$ cat config.mk
export PLATFORM = sky130hd
export DESIGN_NAME = mux_sel_arbiter
export DESIGN_NICKNAME = d
export VERILOG_FILES = /design/src/rtl/mux_sel_arbiter_pkg.sv /design/src/rtl/mux_sel_arbiter_rr_pick.sv /design/src/rtl/mux_sel_arbiter.sv
export SDC_FILE = /design/constraint.sdc
export NUM_CORES = 1
export LEC_CHECK = 0
export CAP_MARGIN = 20
export CELL_PAD_IN_SITES_DETAIL_PLACEMENT = 1
export CELL_PAD_IN_SITES_GLOBAL_PLACEMENT = 2
export CORE_ASPECT_RATIO = 1.2
export CORE_MARGIN = 1
export CORE_UTILIZATION = 32
export DETAILED_ROUTE_END_ITERATION = 8
export PLACE_DENSITY_LB_ADDON = 0.1
export SLEW_MARGIN = 20
export SYNTH_ARGS = -nofsm -noshare
export SYNTH_HDL_FRONTEND = slang
export SYNTH_SLANG_ARGS = --single-unit
$ cat constraint.sdc
create_clock -name clk -period 2.5 [get_ports clk]
set_input_delay 0.5 -clock clk [delete_from_list [all_inputs] [get_ports clk]]
set_output_delay 0.5 -clock clk [all_outputs]
set_load 0.02 [all_outputs]
$ cat src/rtl/mux_sel_arbiter_pkg.sv
// Shared types and helpers for the mux select arbiter.
package mux_sel_pkg;

  typedef enum logic [0:0] {
    IDLE  = 1'b0,
    GRANT = 1'b1
  } state_t;

  localparam int unsigned MAX_HOLD_DEF = 8;

  // Hold counter width; at least one bit so MAX_HOLD=1 still has a counter.
  function automatic int unsigned cnt_width(input int unsigned max_hold);
    return (max_hold <= 2) ? 1 : $clog2(max_hold);
  endfunction

  localparam int unsigned CNT_W = cnt_width(MAX_HOLD_DEF);

  // Index of the set bit of a one-hot grant (up to 4 requesters).
  function automatic logic [1:0] onehot_to_idx(input logic [3:0] oh);
    logic [1:0] idx;
    idx = '0;
    for (int unsigned i = 0; i < 4; i++) begin
      if (oh[i]) idx = 2'(i);
    end
    return idx;
  endfunction

endpackage

$ cat src/rtl/mux_sel_arbiter_rr_pick.sv
// Combinational winner picker: round-robin from ptr, or fixed lowest-index priority.
module rr_pick #(
  parameter int unsigned N_REQ = 3,
  parameter int unsigned SEL_W = 2
) (
  input  logic [N_REQ-1:0] req,
  input  logic [SEL_W-1:0] ptr,
  input  logic             mode,
  output logic [SEL_W-1:0] win_idx,
  output logic             win_any
);

  // First pass honours the pointer (round-robin only); second pass wraps to index 0.
  always_comb begin
    win_any = 1'b0;
    win_idx = '0;
    for (int unsigned pass = 0; pass < 2; pass++) begin
      for (int unsigned i = 0; i < N_REQ; i++) begin
        if (!win_any && req[i] && (pass == 1 || !mode || i >= 32'(ptr))) begin
          win_any = 1'b1;
          win_idx = SEL_W'(i);
        end
      end
    end
  end

endmodule

$ cat src/rtl/mux_sel_arbiter.sv
// Arbiter driving the 3:1 output mux select: registered select, one-hot grant,
// multi-beat hold with forced release at MAX_HOLD beats.
module mux_sel_arbiter
  import mux_sel_pkg::*;
#(
  parameter int unsigned N_REQ    = 3,
  parameter int unsigned SEL_W    = 2,
  parameter int unsigned RR_MODE  = 1,
  parameter int unsigned MAX_HOLD = MAX_HOLD_DEF
) (
  input  logic             clk,
  input  logic             rst,
  input  logic [N_REQ-1:0] req,
  input  logic             req_last,
  input  logic             beat,
  output logic [SEL_W-1:0] sel,
  output logic             sel_valid,
  output logic [N_REQ-1:0] grant,
  output logic             hold_timeout
);

  localparam int unsigned     CW      = cnt_width(MAX_HOLD);
  localparam logic [CW-1:0]   CNT_MAX = CW'(MAX_HOLD - 1);
  localparam logic            RR      = (RR_MODE != 0);

  state_t            r_state, w_state_nxt;
  logic [SEL_W-1:0]  r_sel, w_sel_nxt;
  logic [SEL_W-1:0]  r_ptr, w_ptr_nxt;
  logic              r_valid, w_valid_nxt;
  logic [N_REQ-1:0]  r_grant, w_grant_nxt;
  logic [CW-1:0]     r_cnt, w_cnt_nxt;
  logic              r_to, w_to_nxt;

  logic [N_REQ-1:0]  w_arb_req;
  logic [SEL_W-1:0]  w_pick_ptr;
  logic [SEL_W-1:0]  w_win_idx;
  logic              w_win_any;
  logic              w_held;
  logic              w_at_max;
  logic              w_release;
  logic              w_take;

  assign w_held     = |(req & r_grant);
  assign w_at_max   = (r_cnt == CNT_MAX);
  assign w_release  = !w_held || (beat && (req_last || w_at_max));
  // In round-robin mode the requester being released is excluded from the re-arbitration.
  assign w_arb_req  = (RR && r_state == GRANT) ? (req & ~r_grant) : req;
  assign w_pick_ptr = RR ? r_ptr : '0;

  rr_pick #(
    .N_REQ (N_REQ),
    .SEL_W (SEL_W)
  ) u_pick (
    .req     (w_arb_req),
    .ptr     (w_pick_ptr),
    .mode    (RR),
    .win_idx (w_win_idx),
    .win_any (w_win_any)
  );

  // Next-state, next-output and hold-counter logic.
  always_comb begin
    w_state_nxt = r_state;
    w_sel_nxt   = r_sel;
    w_ptr_nxt   = r_ptr;
    w_valid_nxt = r_valid;
    w_grant_nxt = r_grant;
    w_cnt_nxt   = r_cnt;
    w_to_nxt    = 1'b0;
    w_take      = 1'b0;
    case (r_state)
      IDLE: begin
        w_take = w_win_any;
      end
      GRANT: begin
        if (w_release) begin
          w_to_nxt = beat && w_at_max && !req_last;
          if (w_win_any) begin
            w_take = 1'b1;
          end else begin
            w_state_nxt = IDLE;
            w_valid_nxt = 1'b0;
            w_grant_nxt = '0;
          end
        end else if (beat && !w_at_max) begin
          w_cnt_nxt = r_cnt + CW'(1);
        end
      end
      default: begin
        w_state_nxt = IDLE;
      end
    endcase
    if (w_take) begin
      w_state_nxt = GRANT;
      w_sel_nxt   = w_win_idx;
      w_grant_nxt = N_REQ'(1) << w_win_idx;
      w_valid_nxt = 1'b1;
      w_cnt_nxt   = '0;
      if (RR) begin
        w_ptr_nxt = (w_win_idx == SEL_W'(N_REQ - 1)) ? '0 : w_win_idx + SEL_W'(1);
      end
    end
  end

  // State and registered outputs with synchronous reset.
  always_ff @(posedge clk) begin
    if (rst) begin
      r_state <= IDLE;
      r_sel   <= '0;
      r_ptr   <= '0;
      r_valid <= 1'b0;
      r_grant <= '0;
      r_cnt   <= '0;
      r_to    <= 1'b0;
    end else begin
      r_state <= w_state_nxt;
      r_sel   <= w_sel_nxt;
      r_ptr   <= w_ptr_nxt;
      r_valid <= w_valid_nxt;
      r_grant <= w_grant_nxt;
      r_cnt   <= w_cnt_nxt;
      r_to    <= w_to_nxt;
    end
  end

  assign sel          = r_sel;
  assign sel_valid    = r_valid;
  assign grant        = r_grant;
  assign hold_timeout = r_to;

endmodule

==> results of run 1 <==
==> final cells by class <==
type                            count  area share
Tap cell                           19     0.02778
Sequential cell                    13      0.3041
Clock buffer                        4     0.03070
Inverter                            3     0.01316
Timing Repair Buffer               15      0.1696
Multi-Input combinational cell     51      0.4547
==> per-stage QoR <==
stage | cells | utilization | setup slack, ps | instance area, um2
detailed placement | 101 | 0.4333 | 139.0 | 829.5
global placement | 101 | 0.4333 | 189.8 | 829.5
floorplan | 70 | - | 810.9 | 680.7
global route | 105 | 0.4471 | 297.1 | 855.8
finish | 105 | 0.4471 | 412.6 | 855.8
CTS | 105 | 0.4471 | 384.6 | 855.8
==> worst max-delay path, delay by kind of cell <==
kind / cells / cell delay (ps)
simple gates: 1 / 400
buf+inv: 1 / 470
compound gates: 3 / 910
==> path summary, 6_finish.rpt <==
check                           cells after the start       end      from
worst min register to register                      1    sel[0]    sel[0]
worst min-delay path                                1    sel[0]    sel[0]
worst max register to register                      6  grant[1]  r_cnt[0]
worst max-delay path                                5    sel[1]    req[2]
==> layer usage <==
| metal | global-route usage | routed length [um] |
|---|---|---|
| met4 | 0.04545 | 12 |
| met3 | 0.02069 | 43 |
| met1 | 0.1946 | 713 |
| met2 | 0.2574 | 736 |
| met5 | 0 | 0 |
==> cell usage in the layout (no fill, tap or decap), types with 2 or more instances in the layout <==
cell             instances
dfxtp_1                 13
clkdlybuf4s50_1         13
nor2_1                   6
a21oi_1                  4
inv_1                    3
o211ai_1                 3
nand2_1                  3
a21o_1                   3
clkbuf_4                 3
nor2b_1                  2
a21bo_2                  2
a21boi_0                 2
nand2b_1                 2
mux2i_1                  2
ha_1                     2
buf_4                    2
==> sequential cells by signal, indices dropped and copies added (netlist names) <==
register / count
r_ptr: 2
r_cnt: 3
grant: 3
hold_timeout: 1
sel_valid: 1
r_state: 1
sel: 2
==> power groups by stage <==
| stage | registers, W | logic [W] | clock network, W |
|---|---|---|---|
| final | 0.000236 | 0.000117 | 0.000128 |
| after floorplan | 0.000248 | 0.0000672 | 0 |
| after global routing | 0.000240 | 0.000129 | 0.000139 |
| after detailed placement | 0.000242 | 0.000118 | 0 |
| after CTS | 0.000237 | 0.000119 | 0.000133 |
| after global placement | 0.000241 | 0.000117 | 0 |
==> logic make-up after synthesis <==
kind of cell	after synthesis	share of synthesized area
muxes	2	0.02941
DFF	13	0.3824
adders and majority gates	2	0.03676
buffers and inverters	6	0.04594
xor gates and xnor gates	1	0.01287
AOI/OAI and AO/OA	29	0.3548
and+or+nand+nor	17	0.1379
==> impl_results.rst, run 1 <==
.. list-table::
   :header-rows: 1

   * - Metric
     - Value
   * - Maximum fanout along the worst path
     - 9
   * - Async set-reset flop share out of synthesis
     - 0
   * - Peak per-stage delay on the critical path
     - around 550 ps
   * - Cell chain of the critical path
     - clkdlybuf4s50_1 > a222oi_1 > or3_1 > o211ai_1 > a21oi_1
   * - Kind of capture point of the worst setup path
     - flip-flop
   * - Worst-case clock buffer depth
     - 2
   * - Clock network power share
     - 0.265
   * - Data required time at the worst endpoint
     - 2700 ps
   * - Top Ports
     - 14
   * - Ratio of final minimum period to clock period
     - 0.8350
   * - Standby leakage power
     - around 0.33 nW
   * - Combinational cell fraction of total power
     - 0.243
   * - Count of cell types in the netlist
     - 36
   * - Biggest area consumer among synthesized cells
     - dfxtp_1
   * - Final Setup Violations
     - 0
   * - ANT cells
     - 0
   * - Number of nets produced by synthesis
     - between 70 and 80
   * - Flip-flop and latch count after synthesis
     - 13
   * - Power consumption
     - 0.0004809 W
   * - Slew at the pin closest to its max-slew limit
     - 661.4 ps
   * - Class of the tightest hold or removal check
     - flip-flop to flip-flop
   * - Clock latency on the worst-skew pair
     - about 270 ps
   * - Netlist Area Pre-Place
     - 680.7 um2
   * - Total vias in the final route
     - roughly 600
   * - Slowest cell on crit path
     - a222oi_1
   * - Switching fraction of total power
     - 0.2914
   * - Die ar.
     - between 0.002 and 0.0025 mm2
   * - Proportion of netlist area held by the largest area contributor
     - 0.3824
   * - Max-cap viol count
     - 0
   * - DRT antenna net count
     - 0
   * - Data arrival time at the worst-slack endpoint
     - 2280 ps
   * - Global-route wire length before repair
     - 2656 um
   * - Number of warning messages in the yosys log
     - 0
   * - Number of max-slew violations in the final report
     - 0
   * - Placed wire-length estimate
     - 1201 um
   * - Post-synthesis area per instance
     - 9.724 um2
   * - Share of cells above drive strength 1
     - 0.1512
   * - Net load switching power
     - around 0.00014 W
   * - Setup skew after layout
     - ~4.2 ps
   * - Total power divided by cell area
     - 561.9 mW/mm2
   * - Internal power summed over all cells
     - ~0.00034 W
   * - Hold Worst Slack
     - 468.4 ps
   * - CTS resizes
     - 0
   * - Number of fill cells in the layout
     - approximately 220
   * - Top cells by count, synth
     - dfxtp_1, nor2_1, a21oi_1
   * - Sort of element at the start of the critical path
     - input port
   * - Result of the run
     - complete, no violations
   * - Internal reg-to-reg setup slack
     - around 550 ps
   * - Setup CP Type
     - input port to flip-flop
   * - Mapped Cells
     - 70
   * - Count of input and output buffers
     - 13
   * - Maximum number of pins on one net before global-route repair
     - 10
   * - Height of the die
     - 52.52 um
   * - Number of post-CTS setup repair buffers
     - 0
   * - Num rows
     - 17
   * - Area Growth Syn to Fin
     - 25.74%
   * - Cell with the most instances after synthesis
     - dfxtp_1
   * - FMAX
     - 479.1 MHz
   * - Number of synthesized flops with an enable pin
     - 0
   * - Core area
     - 0.001914 mm2
   * - CTS clk-pin slew, worst paths
     - 80 ps
   * - Area occupied by multi-input gates
     - 389.1 um2
   * - Die span in x
     - 44.10 um
   * - Setup total negative slack
     - 0 ps
   * - Dominant cells by area after synthesis
     - dfxtp_1, ha_1, a21o_1, nor2_1, o211ai_1
   * - Proportion of power drawn by flip-flops and latches
     - 0.491
   * - Starting Density
     - 0.3556
   * - Routed length per instance
     - 14.33 um
   * - Final Wtd Congestion
     - 0.7208
   * - Routed wire length
     - around 1500 um
   * - Clock sink count
     - 13
   * - Total global routing track utilization
     - 0.1512
   * - Setup repair after global routing missed its margin
     - no
   * - Antenna violations before repair
     - 0
   * - Hold-fix buffers at CTS
     - 0
   * - Residual overflow from global routing
     - 0
   * - Most frequently used flop master after synthesis
     - dfxtp_1
   * - Via count of the first global-routing pass
     - 588
   * - Worst slew slack as a fraction of its limit
     - 0.5553
   * - Starting DRT DRC Count
     - 6
   * - Register area
     - 260.3 um2
   * - Clock tree from TritonCTS
     - yes
   * - Via-to-Cell Ratio
     - 5.695
   * - Max IR drop VDD
     - 0.3343 mV
   * - Clock Tree Root
     - clkbuf_4
   * - Cts bufs inserted
     - 3
   * - Number of remaining DRC errors
     - 0
   * - Layout Nets
     - 96
   * - Initial DRT Pass Iterations
     - 6
   * - Part of the Yosys area used for sequential elements
     - 0.3824
   * - Time the final worst path needs with I/O delays and setup
     - 2087 ps
   * - Final hold vios
     - 0
   * - CTS HTree Levels
     - 1
No activity file was read; power rests on OpenSTA's default activity.
==> inputs of run 2 (changes only) <==
Settings changed: CORE_UTILIZATION 32 to 27.
Clock period 2.5 ns to 1.9 ns, I/O delays scaled along.
==> impl_results.rst, run 2 (synthesis results as in run 1) <==
.. list-table::
   :header-rows: 1

   * - Metric
     - Value
   * - CTS clk-pin slew, worst paths
     - 90 ps (about the same)
   * - Routed length per instance
     - 14.57 um (+1.6%)
   * - Via count of the first global-routing pass
     - 706 (+20%)
   * - Share of cells above drive strength 1
     - 0.2917 (+0.1405)
   * - Via-to-Cell Ratio
     - 5.094 (-11%)
   * - Max IR drop VDD
     - 0.3651 mV (+9.2%)
   * - Die ar.
     - 0.002727 mm2 (+18%)
   * - Placed insts
     - 123 (+22%)
   * - Global-route wire length before repair
     - 3146 um (+18%)
   * - Data arrival time at the worst-slack endpoint
     - 2030 ps (-250 ps)
   * - CTS HTree Levels
     - 1 (unchanged)
   * - Maximum number of pins on one net before global-route repair
     - 10 (unchanged)
   * - Kind of capture point of the worst setup path
     - flip-flop
   * - Initial DRT Pass Iterations
     - 4 (-2)
   * - Standby leakage power
     - 0.3830 nW (+16%)
   * - Number of max-slew violations in the final report
     - 0 (unchanged)
   * - DRT antenna net count
     - 0 (unchanged)
   * - Worst-case clock buffer depth
     - 2 (unchanged)
   * - Total global routing track utilization
     - 0.1645 (+0.01335)
   * - Total vias in the final route
     - 647 (+8.2%)
   * - Clock tree from TritonCTS
     - yes
   * - Area Growth Syn to Fin
     - 43.38%
   * - Class of the tightest hold or removal check
     - flip-flop to flip-flop
   * - Net load switching power
     - 0.0002063 W (+47%)
   * - Sort of element at the start of the critical path
     - flip-flop
   * - Final hold vios
     - 0 (unchanged)
   * - Crit path launch
     - r_cnt[0]
   * - Depth of the most critical reg-to-reg path
     - 7 (+1)
   * - Final Wtd Congestion
     - 0.8099 (+12%)
   * - Num rows
     - 19 (+2)
   * - Final Setup Violations
     - 0 (unchanged)
   * - Core area
     - 0.002330 mm2 (+22%)
   * - Internal power summed over all cells
     - 0.0004641 W (+36%)
   * - Combinational cell fraction of total power
     - 0.272 (+0.029)
   * - Data required time at the worst endpoint
     - 2100 ps (-600 ps)
   * - Most used cells in the layout excluding fill and tap cells
     - dfxtp_1, clkdlybuf4s50_1, buf_4
   * - Starting DRT DRC Count
     - 10 (+4)
   * - Top Ports
     - 14 (unchanged)
   * - Maximum fanout along the worst path
     - 5 (-4)
   * - Max-cap viol count
     - 0 (unchanged)
   * - Worst slew slack as a fraction of its limit
     - 0.7008 (+0.1455)
   * - Final standard cell utilization of the core
     - 0.4189 (-0.02815)
   * - Clock latency on the worst-skew pair
     - 280 ps (about the same)
   * - Cts bufs inserted
     - 3 (unchanged)
   * - Height of the die
     - 57 um (+8.5%)
   * - Clock sink count
     - 13 (unchanged)
   * - Internal reg-to-reg setup slack
     - 60 ps (-490 ps)
   * - Capture instance of the worst register-to-register path
     - r_ptr[0]
   * - Worst setup path endpoint
     - r_ptr[0]
   * - Final instance count without filler cells
     - 127 (+21%)
   * - ANT cells
     - 0 (unchanged)
   * - Count of input and output buffers
     - 13 (unchanged)
   * - Routed wire length
     - 1850 um (+23%)
   * - FMAX
     - 544.8 MHz
   * - Clock Tree Root
     - clkbuf_4
   * - Hold-fix buffers at CTS
     - 0 (unchanged)
   * - Setup slack after placement
     - -192.1 ps (-331.1 ps)
   * - Power consumption
     - 0.0006703 W (+39%)
   * - Time the final worst path needs with I/O delays and setup
     - 1835 ps
   * - Proportion of power drawn by flip-flops and latches
     - 0.466 (-0.025)
   * - Setup CP Type
     - flip-flop to flip-flop
   * - Clock network power share
     - 0.262 (-0.003)
   * - Hold Worst Slack
     - 465.0 ps (-3.436 ps)
   * - Switching fraction of total power
     - 0.3077 (+0.01635)
   * - Number of post-CTS setup repair buffers
     - 0 (unchanged)
   * - Result of the run
     - complete, no violations
   * - Setup repair after global routing missed its margin
     - no
   * - Ratio of final minimum period to clock period
     - 0.9660
   * - Starting Density
     - 0.2922 (-0.06340)
   * - Setup skew after layout
     - 5.823 ps (+1.631 ps)
   * - Die span in x
     - 47.84 um (+8.5%)
   * - Placed wire-length estimate
     - 1427 um (+19%)
   * - Total power divided by cell area
     - 686.9 mW/mm2 (+22%)
   * - Slew at the pin closest to its max-slew limit
     - 448.8 ps (-212.7 ps)
   * - Layout Nets
     - 106 (+10%)
   * - Number of remaining DRC errors
     - 0 (unchanged)
   * - Residual overflow from global routing
     - 0 (unchanged)
   * - Least setup slack across all paths after layout
     - 64.56 ps (-348.0 ps)
   * - Antenna violations before repair
     - 0 (unchanged)
   * - Reg-to-reg critical path startpoint
     - r_cnt[0]
## run 2: cell types whose count changed in the layout (fill, tap and decap cells not counted), sizes merged
cell | previous run | this run
buf | 2 | 12
clkbuf | 4 | 3
clkinv | 0 | 1
## run 2: critical path: stages (launching register included)
cell      delay, ps
dfxtp_1         320
ha_1            200
ha_2            180
o21a_4          220
or3_4           370
buf_4           150
buf_4           120
a311oi_2        180
## run 2: worst min-delay path by stage
stage | start | to | depth (start not counted)
after floorplan | req_last | hold_timeout | 1
after global placement | sel[0] | sel[0] | 1
after detailed placement | sel[0] | sel[0] | 1
after CTS | sel[0] | sel[0] | 1
after global routing | sel[0] | sel[0] | 1
final | sel[0] | sel[0] | 1
## run 2: repair_timing
item | 4_1_cts | 5_1_grt
gates resized for setup | 1 | 5
setup endpoints to repair | 4 | 7
pin swaps | 0 | 0
## run 2: stage by stage
stage               TNS (ps)  area (um2)
floorplan                  0       680.7
global placement       -1346       919.6
detailed placement     -1508       919.6
CTS                        0       952.2
global route               0       975.9
finish                     0       975.9
## run 2: power by group through the flow
| stage | clock network [W] | registers, W | logic [W] |
|---|---|---|---|
| after CTS | 0.000185 | 0.000312 | 0.000178 |
| after global placement | 0 | 0.000318 | 0.000174 |
| after floorplan | 0 | 0.000326 | 0.0000884 |
| after global routing | 0.000194 | 0.000316 | 0.000199 |
| after detailed placement | 0 | 0.000318 | 0.000176 |
| final | 0.000176 | 0.000312 | 0.000182 |
## run 2: area by class of cell
cell class | count | area [um2]
Timing Repair Buffer | 25 | 220.2
Fill cell | 286 | 1354
Clock inverter | 1 | 5.005
Clock buffer | 3 | 22.52
Inverter | 3 | 11.26
Sequential cell | 13 | 260.3
Multi-Input combinational cell | 51 | 417.9
Tap cell | 31 | 38.79
## run 2: metal layers
metal	wire length (um)	global-route usage	vias to the layer above
met5	0	0	-
met4	43	0.09127	0
met3	70	0.02532	5
met2	950	0.2645	16
met1	786	0.2004	310
li1	-	-	316
==> inputs of run 3 (changes only) <==
Settings changed: CORE_UTILIZATION 27 to 28, CTS_BUF_LIST set to sky130_fd_sc_hd__clkbuf_4.
==> impl_results.rst, run 3 (synthesis results as in run 1) <==
.. list-table::
   :header-rows: 1

   * - Metric
     - Value
   * - Layout Nets
     - 104 (-1.9%)
   * - Setup CP Type
     - flip-flop to flip-flop
   * - CTS clk-pin slew, worst paths
     - 80 ps (about the same)
   * - Via-to-Cell Ratio
     - 5.144 (+0.97%)
   * - Sort of element at the start of the critical path
     - flip-flop
   * - Num rows
     - 19 (unchanged)
   * - Starting Density
     - 0.2952 (+0.003012)
   * - CTS HTree Levels
     - 1 (unchanged)
   * - Kind of capture point of the worst setup path
     - flip-flop
   * - Final instance count without filler cells
     - 125 (-1.6%)
   * - Max IR drop VDD
     - 0.4210 mV (+15%)
   * - Top Ports
     - 14 (unchanged)
   * - Routed length per instance
     - 13.58 um (-6.7%)
   * - Slew at the pin closest to its max-slew limit
     - 501.5 ps (+52.77 ps)
   * - Hold-fix buffers at CTS
     - 0 (unchanged)
   * - Destination of the worst hold path
     - sel[0]
   * - Clock tree from TritonCTS
     - yes
   * - Setup total negative slack
     - 0 ps (unchanged)
   * - Number of max-slew violations in the final report
     - 0 (unchanged)
   * - Placement-stage cell area
     - 917.1 um2 (-0.27%)
   * - Capture instance of the worst register-to-register path
     - grant[2]
   * - Setup repair after global routing missed its margin
     - yes
   * - Number of post-CTS setup repair buffers
     - 0 (unchanged)
   * - Standby leakage power
     - 0.3819 nW (-0.27%)
   * - Number of remaining DRC errors
     - 0 (unchanged)
   * - Height of the die
     - 56.01 um (-1.7%)
   * - Result of the run
     - complete, no violations
   * - Starting DRT DRC Count
     - 12 (+2)
   * - Die ar.
     - 0.002633 mm2 (-3.4%)
   * - Maximum number of pins on one net before global-route repair
     - 10 (unchanged)
   * - Cell family contributing the most delay on the critical path
     - compound AO/OA/AOI/OAI gates
   * - Initial DRT Pass Iterations
     - 4 (unchanged)
   * - Cell chain of the critical path
     - ha_1 > ha_1 > o21a_2 > or3_4 > buf_12 > o211ai_1 > a21oi_1
   * - Share of cells above drive strength 1
     - 0.2766 (-0.01507)
   * - Residual overflow from global routing
     - 0 (unchanged)
   * - Most used cells in the layout excluding fill and tap cells
     - dfxtp_1, clkdlybuf4s50_1, buf_4
   * - Total vias in the final route
     - 643 (-0.62%)
   * - Worst Path Buf+Inv
     - 1 (-1)
   * - Depth of the most critical reg-to-reg path
     - 7 (unchanged)
   * - Routed wire length
     - 1698 um (-8.2%)
   * - Antenna violations before repair
     - 0 (unchanged)
   * - DRT antenna net count
     - 0 (unchanged)
   * - Ratio of final minimum period to clock period
     - 0.9636 (-0.002379)
   * - Core area
     - 0.002306 mm2 (-1.0%)
   * - Clock sink count
     - 13 (unchanged)
   * - Number of fill cells in the layout
     - 282 (-1.4%)
   * - Final cell area excluding filler cells
     - 970.9 um2 (-0.51%)
   * - Placed wire-length estimate
     - 1335 um (-6.4%)
   * - ANT cells
     - 0 (unchanged)
   * - Power consumption
     - 0.0006748 W (+0.67%)
   * - Cts bufs inserted
     - 3 (unchanged)
   * - Placed insts
     - 121 (-1.6%)
   * - Worst-case clock buffer depth
     - 2 (unchanged)
   * - Least setup slack across all paths after layout
     - 69.08 ps (+4.520 ps)
   * - Min-delay src
     - sel[0]
   * - Final Wtd Congestion
     - 0.7092 (-12%)
   * - Maximum fanout along the worst path
     - 9 (+4)
   * - Internal reg-to-reg setup slack
     - 70 ps (about the same)
   * - Clock Tree Root
     - clkbuf_4
   * - Area Growth Syn to Fin
     - 42.65%
   * - Time the final worst path needs with I/O delays and setup
     - 1831 ps (-4.520 ps)
   * - Data arrival time at the worst-slack endpoint
     - 1980 ps (-50 ps)
   * - Die span in x
     - 47.01 um (-1.7%)
   * - Clock latency on the worst-skew pair
     - 270 ps (about the same)
   * - Final hold vios
     - 0 (unchanged)
   * - FMAX
     - 546.2 MHz (+0.25%)
   * - Peak per-stage delay on the critical path
     - 350 ps (-20 ps)
   * - Global-route wire length before repair
     - 2884 um (-8.3%)
   * - Count of input and output buffers
     - 13 (unchanged)
   * - Max-cap viol count
     - 0 (unchanged)
   * - Class of the tightest hold or removal check
     - flip-flop to flip-flop
   * - Reg-to-reg critical path startpoint
     - r_cnt[0]
   * - Setup slack after placement
     - -174.9 ps (+17.23 ps)
   * - Cell type with the highest occurrence count on the critical path
     - ha_1
   * - Instance count along the most critical hold path
     - 1 (unchanged)
   * - Worst slew slack as a fraction of its limit
     - 0.6656 (-0.03518)
   * - Total global routing track utilization
     - 0.1508 (-0.01377)
   * - Via count of the first global-routing pass
     - 636 (-9.9%)
   * - Total power divided by cell area
     - 695.0 mW/mm2 (+1.2%)
   * - Final Setup Violations
     - 0 (unchanged)
   * - Setup skew after layout
     - 1.545 ps (-4.278 ps)
   * - Slowest cell on crit path
     - or3_4
   * - Data required time at the worst endpoint
     - 2050 ps (-50 ps)
run 3: cell count changes in the layout (fill, tap and decap cells not counted), sizes merged:
cell,delta
buf,-2
clkbuf,+1
clkinv,-1
run 3: per-layer routing:
layer,up-vias,share of wire,global-route usage
li1,315,-,-
met1,315,0.49,0.2101
met2,11,0.47,0.2222
met3,2,0.027,0.01948
met4,0,0.011,0.07347
met5,-,0,0
run 3: how the worst max path moves through the flow:
stage	startpoint	depth (start not counted)	slack [ps]	end
finish	r_cnt[0]	7	70	grant[2]
global route	req[0]	6	3	grant[2]
CTS	r_cnt[0]	7	40	sel[1]
detailed placement	req[0]	6	-170	r_cnt[1]
global placement	req[2]	6	-170	grant[1]
floorplan	r_cnt[0]	7	210	sel[1]
run 3: power breakdown:
part           leakage [nW]  switching, W  internal, W
Combinational         0.257     0.0000861    0.0000954
Clock                0.0184     0.0000850    0.0000954
Sequential            0.107     0.0000214     0.000292
run 3: layout make-up:
cell class / count / area (um2) / share of cell area
Multi-Input combinational cell: 51 / 412.9 / 0.4253
Clock buffer: 4 / 30.03 / 0.03093
Tap cell: 31 / 38.79 / 0.03995
Sequential cell: 13 / 260.3 / 0.2680
Inverter: 3 / 11.26 / 0.01160
Timing Repair Buffer: 23 / 217.7 / 0.2242
run 3: timing repair:
action,4_1_cts,5_1_grt
cloned,0,0
pin swaps,0,1
setup endpoints to repair,1,6
resized for setup,1,4
run 3: metrics by stage:
step / hold slack, ps / util
6_report: 456.2 / 0.4211
5_1_grt: 502.1 / 0.4211
4_1_cts: 463.5 / 0.4129
3_5_place_dp: 444.1 / 0.3977
3_3_place_gp: 437.4 / 0.3977
2_1_floorplan: 456.7 / -
